--- config.mk ---
export PLATFORM = sky130hd
export DESIGN_NAME = truxton2_scr_fetch_flat
export DESIGN_NICKNAME = d
export VERILOG_FILES = /design/src/rtl/truxton2_scr_fetch_if.sv /design/src/rtl/truxton2_scr_fetch.sv /design/src/flat_wrapper.sv
export SDC_FILE = /design/constraint.sdc
export NUM_CORES = 1
export LEC_CHECK = 0
export BUFFER_PORTS_ARGS = -buffer_cell sky130_fd_sc_hd__clkbuf_2
export CAP_MARGIN = 15
export CORE_UTILIZATION = 50
export DETAILED_ROUTE_END_ITERATION = 16
export GPL_ROUTABILITY_DRIVEN = 0
export PLACE_DENSITY = 0.83
export SETUP_SLACK_MARGIN = 0.02
export SYNTH_ARGS = -nofsm -noshare
export SYNTH_HDL_FRONTEND = slang
export SYNTH_SLANG_ARGS = --single-unit
--- constraint.sdc ---
create_clock -name CLK -period 7.65 [get_ports CLK]
set_clock_uncertainty 0.1 [all_clocks]
set_input_delay 1.53 -clock CLK [delete_from_list [all_inputs] [get_ports CLK]]
set_output_delay 1.53 -clock CLK [all_outputs]
set_load 0.02 [all_outputs]
--- src/rtl/truxton2_scr_fetch_if.sv ---
// Signal bundle between a GP9001 scroll-layer fetcher and its tilemap VRAM,
// 32-bit GFX ROM slot and line buffer. master = fetcher, slave = environment.
interface truxton2_scr_fetch_if;
  localparam int unsigned YW  = 9;
  localparam int unsigned VAW = 10;
  localparam int unsigned GAW = 22;
  localparam int unsigned LAW = 9;
  localparam int unsigned LDW = 10;

  logic           LINE_START;
  logic [YW-1:0]  LINE_Y;
  logic [YW-1:0]  XSCROLL;
  logic [VAW-1:0] VRAM_ADDR;
  logic [15:0]    VRAM_CODE;
  logic [7:0]     VRAM_ATTR;
  logic           GFX_CS;
  logic [GAW-1:0] GFX_ADDR;
  logic [31:0]    GFX_DOUT;
  logic           GFX_OK;
  logic           LB_WE;
  logic [LAW-1:0] LB_ADDR;
  logic [LDW-1:0] LB_DATA;
  logic           BUSY;
  logic           DONE;

  modport master (
    input  LINE_START, LINE_Y, XSCROLL, VRAM_CODE, VRAM_ATTR, GFX_DOUT, GFX_OK,
    output VRAM_ADDR, GFX_CS, GFX_ADDR, LB_WE, LB_ADDR, LB_DATA, BUSY, DONE
  );

  modport slave (
    output LINE_START, LINE_Y, XSCROLL, VRAM_CODE, VRAM_ATTR, GFX_DOUT, GFX_OK,
    input  VRAM_ADDR, GFX_CS, GFX_ADDR, LB_WE, LB_ADDR, LB_DATA, BUSY, DONE
  );
endinterface

--- src/rtl/truxton2_scr_fetch.sv ---
// Per-line tile fetcher for one GP9001 scroll layer: tilemap lookup, 4bpp ROM
// row fetch through one GFX slot, and pixel unpack into the layer line buffer.
module truxton2_scr_fetch #(
  parameter int unsigned WIDTH  = 320,
  parameter int unsigned TILES  = 21,
  parameter int unsigned GFX_AW = 22
) (
  input  logic                CLK,
  input  logic                RESET_N,
  truxton2_scr_fetch_if.master bus
);

  localparam int unsigned TW = 5;
  localparam int unsigned XW = 10;

  typedef enum logic [2:0] {
    S_IDLE, S_MAP, S_MAPW, S_REQ, S_DRAW, S_FIN
  } state_e;

  state_e        state_q, state_d;
  logic [TW-1:0] t_q, t_d;
  logic          h_q, h_d;
  logic [2:0]    i_q, i_d;
  logic [8:0]    y_q, y_d;
  logic [8:0]    xs_q, xs_d;
  logic [15:0]   code_q, code_d;
  logic [7:0]    attr_q, attr_d;
  logic [3:0]    frow_q, frow_d;
  logic [31:0]   data_q, data_d;
  logic          first_q, first_d;

  logic [9:0]        vaddr_q, vaddr_d;
  logic              cs_q, cs_d;
  logic [GFX_AW-1:0] gaddr_q, gaddr_d;
  logic              we_q, we_d;
  logic [8:0]        lbaddr_q, lbaddr_d;
  logic [9:0]        lbdata_q, lbdata_d;
  logic              busy_q, busy_d;
  logic              done_q, done_d;

  function automatic logic [9:0] map_addr(input logic [8:0] y, input logic [8:0] xs,
                                          input logic [TW-1:0] t);
    return {y[8:4], 5'(xs[8:4] + t)};
  endfunction

  function automatic logic [GFX_AW-1:0] gfx_addr(input logic [15:0] code,
                                                 input logic [3:0] frow, input logic hsel);
    return GFX_AW'({code, frow, hsel, 1'b0});
  endfunction

  logic [TW-1:0] t_inc;
  logic [3:0]    frow_n;
  assign t_inc  = t_q + TW'(1);
  assign frow_n = bus.VRAM_ATTR[7] ? ~y_q[3:0] : y_q[3:0];

  // Pixel for the draw slot about to be presented: slot 0 straight from ROM on capture
  logic [2:0]    pix_i;
  logic [31:0]   pix_word;
  logic [2:0]    pix_n;
  logic [3:0]    pix_val;
  logic [XW-1:0] pix_x;
  logic          pix_we;

  always_comb begin
    pix_i    = (state_q == S_REQ) ? 3'd0 : i_q + 3'd1;
    pix_word = (state_q == S_REQ) ? bus.GFX_DOUT : data_q;
    pix_n    = attr_q[6] ? ~pix_i : pix_i;
    pix_val  = 4'(pix_word >> (5'd28 - {pix_n, 2'b00}));
    pix_x    = XW'({t_q, 4'b0000}) + XW'({h_q, 3'b000}) + XW'(pix_i) - XW'(xs_q[3:0]);
    pix_we   = (pix_val != 4'd0) && !pix_x[XW-1] && (pix_x < XW'(WIDTH));
  end

  // Next-state and registered-output logic
  always_comb begin
    state_d  = state_q;
    t_d      = t_q;
    h_d      = h_q;
    i_d      = i_q;
    y_d      = y_q;
    xs_d     = xs_q;
    code_d   = code_q;
    attr_d   = attr_q;
    frow_d   = frow_q;
    data_d   = data_q;
    first_d  = first_q;
    vaddr_d  = vaddr_q;
    cs_d     = cs_q;
    gaddr_d  = gaddr_q;
    we_d     = 1'b0;
    lbaddr_d = lbaddr_q;
    lbdata_d = lbdata_q;
    busy_d   = busy_q;
    done_d   = 1'b0;

    case (state_q)
      S_IDLE: ;
      S_MAP: state_d = S_MAPW;
      S_MAPW: begin
        code_d  = bus.VRAM_CODE;
        attr_d  = bus.VRAM_ATTR;
        frow_d  = frow_n;
        h_d     = 1'b0;
        cs_d    = 1'b1;
        first_d = 1'b1;
        gaddr_d = gfx_addr(bus.VRAM_CODE, frow_n, bus.VRAM_ATTR[6]);
        state_d = S_REQ;
      end
      S_REQ: begin
        first_d = 1'b0;
        // An OK seen in the first CS cycle may belong to the previous address
        if (!first_q && bus.GFX_OK) begin
          data_d   = bus.GFX_DOUT;
          cs_d     = 1'b0;
          i_d      = 3'd0;
          we_d     = pix_we;
          lbaddr_d = pix_x[8:0];
          lbdata_d = {attr_q[5:0], pix_val};
          state_d  = S_DRAW;
        end
      end
      S_DRAW: begin
        if (i_q != 3'd7) begin
          i_d      = i_q + 3'd1;
          we_d     = pix_we;
          lbaddr_d = pix_x[8:0];
          lbdata_d = {attr_q[5:0], pix_val};
        end else if (!h_q) begin
          h_d     = 1'b1;
          cs_d    = 1'b1;
          first_d = 1'b1;
          gaddr_d = gfx_addr(code_q, frow_q, ~attr_q[6]);
          state_d = S_REQ;
        end else begin
          t_d = t_inc;
          h_d = 1'b0;
          if (t_inc == TW'(TILES)) begin
            busy_d  = 1'b0;
            done_d  = 1'b1;
            state_d = S_FIN;
          end else begin
            vaddr_d = map_addr(y_q, xs_q, t_inc);
            state_d = S_MAP;
          end
        end
      end
      S_FIN: state_d = S_IDLE;
      default: state_d = S_IDLE;
    endcase

    // A new line start wins everywhere; an in-flight line is dropped without DONE
    if (bus.LINE_START) begin
      y_d     = bus.LINE_Y;
      xs_d    = bus.XSCROLL;
      t_d     = '0;
      h_d     = 1'b0;
      busy_d  = 1'b1;
      cs_d    = 1'b0;
      we_d    = 1'b0;
      done_d  = 1'b0;
      vaddr_d = map_addr(bus.LINE_Y, bus.XSCROLL, '0);
      state_d = S_MAP;
    end
  end

  always_ff @(posedge CLK or negedge RESET_N) begin
    if (!RESET_N) begin
      state_q  <= S_IDLE;
      t_q      <= '0;
      h_q      <= 1'b0;
      i_q      <= '0;
      y_q      <= '0;
      xs_q     <= '0;
      code_q   <= '0;
      attr_q   <= '0;
      frow_q   <= '0;
      data_q   <= '0;
      first_q  <= 1'b0;
      vaddr_q  <= '0;
      cs_q     <= 1'b0;
      gaddr_q  <= '0;
      we_q     <= 1'b0;
      lbaddr_q <= '0;
      lbdata_q <= '0;
      busy_q   <= 1'b0;
      done_q   <= 1'b0;
    end else begin
      state_q  <= state_d;
      t_q      <= t_d;
      h_q      <= h_d;
      i_q      <= i_d;
      y_q      <= y_d;
      xs_q     <= xs_d;
      code_q   <= code_d;
      attr_q   <= attr_d;
      frow_q   <= frow_d;
      data_q   <= data_d;
      first_q  <= first_d;
      vaddr_q  <= vaddr_d;
      cs_q     <= cs_d;
      gaddr_q  <= gaddr_d;
      we_q     <= we_d;
      lbaddr_q <= lbaddr_d;
      lbdata_q <= lbdata_d;
      busy_q   <= busy_d;
      done_q   <= done_d;
    end
  end

  assign bus.VRAM_ADDR = vaddr_q;
  assign bus.GFX_CS    = cs_q;
  assign bus.GFX_ADDR  = gaddr_q;
  assign bus.LB_WE     = we_q;
  assign bus.LB_ADDR   = lbaddr_q;
  assign bus.LB_DATA   = lbdata_q;
  assign bus.BUSY      = busy_q;
  assign bus.DONE      = done_q;

endmodule

--- src/flat_wrapper.sv ---
// flat-port wrapper written by rule: the top's interface ports become plain ports
module truxton2_scr_fetch_flat 
#(
  parameter int unsigned WIDTH  = 320,
  parameter int unsigned TILES  = 21,
  parameter int unsigned GFX_AW = 22
)
  (CLK, RESET_N, bus_LINE_START, bus_LINE_Y, bus_XSCROLL, bus_VRAM_CODE, bus_VRAM_ATTR, bus_GFX_DOUT, bus_GFX_OK, bus_VRAM_ADDR, bus_GFX_CS, bus_GFX_ADDR, bus_LB_WE, bus_LB_ADDR, bus_LB_DATA, bus_BUSY, bus_DONE);
  truxton2_scr_fetch_if bus_i ();
  input  logic CLK;
  input  logic RESET_N;
  input wire logic [$bits(bus_i.LINE_START)-1:0] bus_LINE_START;
  input wire logic [$bits(bus_i.LINE_Y)-1:0] bus_LINE_Y;
  input wire logic [$bits(bus_i.XSCROLL)-1:0] bus_XSCROLL;
  input wire logic [$bits(bus_i.VRAM_CODE)-1:0] bus_VRAM_CODE;
  input wire logic [$bits(bus_i.VRAM_ATTR)-1:0] bus_VRAM_ATTR;
  input wire logic [$bits(bus_i.GFX_DOUT)-1:0] bus_GFX_DOUT;
  input wire logic [$bits(bus_i.GFX_OK)-1:0] bus_GFX_OK;
  output wire logic [$bits(bus_i.VRAM_ADDR)-1:0] bus_VRAM_ADDR;
  output wire logic [$bits(bus_i.GFX_CS)-1:0] bus_GFX_CS;
  output wire logic [$bits(bus_i.GFX_ADDR)-1:0] bus_GFX_ADDR;
  output wire logic [$bits(bus_i.LB_WE)-1:0] bus_LB_WE;
  output wire logic [$bits(bus_i.LB_ADDR)-1:0] bus_LB_ADDR;
  output wire logic [$bits(bus_i.LB_DATA)-1:0] bus_LB_DATA;
  output wire logic [$bits(bus_i.BUSY)-1:0] bus_BUSY;
  output wire logic [$bits(bus_i.DONE)-1:0] bus_DONE;
  assign bus_i.LINE_START = bus_LINE_START;
  assign bus_i.LINE_Y = bus_LINE_Y;
  assign bus_i.XSCROLL = bus_XSCROLL;
  assign bus_i.VRAM_CODE = bus_VRAM_CODE;
  assign bus_i.VRAM_ATTR = bus_VRAM_ATTR;
  assign bus_i.GFX_DOUT = bus_GFX_DOUT;
  assign bus_i.GFX_OK = bus_GFX_OK;
  assign bus_VRAM_ADDR = bus_i.VRAM_ADDR;
  assign bus_GFX_CS = bus_i.GFX_CS;
  assign bus_GFX_ADDR = bus_i.GFX_ADDR;
  assign bus_LB_WE = bus_i.LB_WE;
  assign bus_LB_ADDR = bus_i.LB_ADDR;
  assign bus_LB_DATA = bus_i.LB_DATA;
  assign bus_BUSY = bus_i.BUSY;
  assign bus_DONE = bus_i.DONE;
  truxton2_scr_fetch #(.WIDTH(WIDTH), .TILES(TILES), .GFX_AW(GFX_AW)) u_core (.CLK(CLK), .RESET_N(RESET_N), .bus(bus_i));
endmodule
==> impl_metrics.toml <==
[cells_and_area]
seq_area_sq_um = 3600
num-fill-cells = 993
final_core_util_pct = 63.1
fin_nets = 810
synthToLayoutAreaGrowth_pct = 20.7
layout-drive-gt1-share_pct = 36.8
multi_input_area_sq_um = 2900
diodes = 0

[synthesis]
seq_area_frac_synth_pct = 53.7
ys_top_cells_by_area = "dfrtp_1, mux2_2, nand2_1, mux4_2, nor2_1"
synth_warnings = 0
yosysTopAreaCellShare_pct = 53.7
yosys.cell_count.top_type = "dfrtp_1"
synthesis.area_sq_um = 6710
ys_ff_latch = 144
synth_area_per_cell_sq_um = 11.3
synth_commonest_cells = "dfrtp_1, nand2_1, mux2_2"
syn_nets = 690
synth_async_sr_flop_share_pct = 100
synth_edf_count = 0
synth_cells = 596
yosysTopAreaCell = "dfrtp_1"
yosysUniqueCellTypes = 45
synthFlopType = "dfrtp_1"

[sta]
finalSetupViolCount = 0
report.final.slew_viol_count = 0
post-route-period-util_pct = 47.8
clock.fmax_mhz = 274
fin_crit_ns = 3.65
worst_pin_slew_ns = 1.10
tns_ns = 0
rsz0062_at_grt = "no"
slew-limit-headroom_pct = 26.7
setup_ws_ns = 4.00
hold_viol_final = 0

[critical_path]
cp_cell_sequence = "nand3b_1 -> nand2b_1 -> ha_1 -> inv_1 -> fa_1 -> a21o_1 -> a21oi_1 -> nand2_1 -> nor3b_1 -> or4_1 -> a211oi_1"
crit_path_max_fanout = 15
cp-start-kind = "register"
crit_end = "u_core.bus.LB_WE"
r2r-end = "u_core.bus.LB_WE"
slowest_stage = "dfrtp_1"
required_ns = 7.87
criticalPathCategory = "register to register"
worstPathArrival_ns = 3.87
path_buf_inv = 1
rr_worst_depth = 11
cp.depth = 11
reg2reg_setup_slack_ns = 4.00
critPathCaptureType = "register"
critPathMaxStageDelay_ns = 0.55
cp-startpoint = "u_core.state_q[0]"
r2r-start = "u_core.state_q[0]"
path_delay_family = "simple AND/OR/NAND/NOR gates"

[route]
drtAntennaViolNets = 0
drt-initial-drc-count = 243
wl_per_cell_um = 16.4
vias = 4917
drc = 0
viasPerCell = 5.46
routed_wl_um = 14800
first_pass_iters = 5

[power_and_ir_drop]
power_mw = 3.04
p_sw_mw = 1.02
powerDensity_nw_per_um2 = 376
max-vdd-ir-drop_mv = 0.219
p_int_mw = 2.02
seq_power_share_pct = 40.0
clkPwrFrac_pct = 28.0
leakage_nw = 3.76
combPwrFrac_pct = 32.0
sw_frac_of_total_pct = 33.6

[run_status]
status = "finished, final reports clean"

[floorplan]
dieArea_sq_um = 13900
rows = 41
io_pins = 133
coreArea_sq_um = 12800
start_util_pct = 52.3
die_h_um = 118
dieWidth_um = 118

[global_routing]
busiest_layer = "met2"
grt_pass1_wl_um = 24700
use_met1_pct = 27.8
grt_max_degree = 96
met2_usage_pct = 38.0
grt.total_usage_pct = 22.5
grt_pass1_vias = 4983
antenna_found_initial = 0
grtUsageMet3_pct = 5.04
grt-ovfl-total = 0

[placement]
pre_cts_ws_ns = 3.97
place_hpwl_um = 10100
portBuffers = 131

[clock_tree]
cts-root-buf = "clkbuf_16"
clock_latency_ns = 0.43
numCtsBuffers = 17
clk_path_buf_depth = 2
clkTransAtPathRegs_ns = 0.06
postCtsHoldBufs = 0
cts_resized = 0
cts_setup_buffers = 0
cts_tree = "done"
htreeDepth = 4
clock-sinks = 144

[hold_path]
hp-class = "register to register"
min_from = "u_core.bus.LB_ADDR[5]"

[run]
drv_cap = 0
[routing by layer]
metal  share of wire, %  vias up
met2                 52      155
met3                4.8       29
li1                   -     2320
met1                 41     2413
met4                2.5        0
met5                  0        -
[layout by cell type (no fill, tap or decap), types with 2 or more instances in the layout]
| cell type | synthesis | layout |
|---|---|---|
| dfrtp_1 | 144 | 144 |
| nand3_1 | 6 | 6 |
| fa_1 | 2 | 2 |
| mux4_2 | 8 | 8 |
| o21ai_0 | 34 | 34 |
| nor3_1 | 5 | 5 |
| xnor2_1 | 14 | 14 |
| or3_1 | 3 | 3 |
| nand2b_1 | 3 | 3 |
| clkbuf_2 | 0 | 130 |
| clkinvlp_4 | 0 | 7 |
| nand4_1 | 2 | 2 |
| clkbuf_16 | 0 | 17 |
| clkbuf_8 | 0 | 2 |
| a21oi_1 | 31 | 31 |
| nor2_2 | 1 | 4 |
| a22oi_1 | 4 | 4 |
| nor2_1 | 47 | 44 |
| o32a_1 | 2 | 2 |
| and2_1 | 2 | 2 |
| a22o_1 | 3 | 3 |
| ha_1 | 14 | 14 |
| mux2i_1 | 4 | 4 |
| or2_2 | 2 | 2 |
| nor2b_1 | 2 | 2 |
| a21o_1 | 3 | 3 |
| inv_1 | 13 | 13 |
| nand3b_1 | 2 | 2 |
| a31oi_1 | 16 | 16 |
| nand2_1 | 85 | 85 |
| and3_1 | 2 | 2 |
| clkinv_4 | 0 | 2 |
| bufinv_16 | 0 | 3 |
| mux2_2 | 84 | 84 |
| buf_4 | 3 | 4 |
| o22ai_1 | 3 | 3 |
| xor2_1 | 7 | 7 |
| o221ai_1 | 4 | 4 |
[per-stage QoR]
step | instances | hold WS, ns | area (sq um)
after floorplan | 596 | 0.369 | 6710
after global placement | 868 | 0.362 | 7460
after detailed placement | 868 | 0.382 | 7460
after CTS | 900 | 0.391 | 8080
after global routing | 901 | 0.403 | 8090
final | 901 | 0.390 | 8090
[state kept, by name, summed over array words and instances, names as in the netlist, 3 cells and up]
register and count:
u_core.attr_q 7, u_core.bus.GFX_ADDR 21, u_core.bus.LB_ADDR 9, u_core.bus.LB_DATA 10
u_core.bus.VRAM_ADDR 10, u_core.code_q 16, u_core.data_q 32, u_core.frow_q 4
u_core.i_q 3, u_core.state_q 3, u_core.t_q 5, u_core.xs_q 9
u_core.y_q 9
[worst register-to-register path: stages, from the launching register on]
cell and delay (ns):
dfrtp_1 0.55, nand3b_1 0.54, nand2b_1 0.25, ha_1 0.19, inv_1 0.06, fa_1 0.41, a21o_1 0.21, a21oi_1 0.26
nand2_1 0.18, nor3b_1 0.17, or4_1 0.40, a211oi_1 0.23
[layout make-up]
type | instances | area share [%]
Clock inverter | 12 | 1.98
Sequential cell | 144 | 44.5
Multi-Input combinational cell | 404 | 35.8
Timing Repair Buffer | 136 | 8.74
Clock buffer | 20 | 5.64
Tap cell | 172 | 2.66
Inverter | 13 | 0.603
[how the worst min path moves through the flow]
stage                                  to  slack, ns  depth (start not counted)
floorplan                   u_core.y_q[4]       0.37                          1
global placement    u_core.bus.LB_ADDR[8]       0.36                          2
detailed placement  u_core.bus.LB_ADDR[8]       0.38                          2
CTS                 u_core.bus.LB_ADDR[5]       0.39                          2
global route                u_core.y_q[4]       0.40                          1
finish              u_core.bus.LB_ADDR[5]       0.39                          2
[power by group through the flow]
stage	Combinational (mW)	Clock [mW]	Sequential [mW]
floorplan	0.578	0	1.31
global placement	0.937	0	1.20
detailed placement	0.968	0	1.23
CTS	0.978	0.866	1.22
global route	1.06	0.896	1.25
finish	0.974	0.851	1.22
[logic make-up (layout without fill, tap and decap cells)]
family                     after synthesis  after routing  share of synthesized area [%]
other                                    1              1                         0.0559
buffers and inverters                   48            181                           3.17
xor gates and xnor gates                21             21                           2.74
DFF                                    144            144                           53.7
adders and majority gates               16             16                           3.21
muxes                                   96             96                           17.4
and+or+nand+nor                        166            166                           10.5
AOI/OAI and AO/OA                      104            104                           9.16
Note: power is estimated with default switching activity, not from simulation.
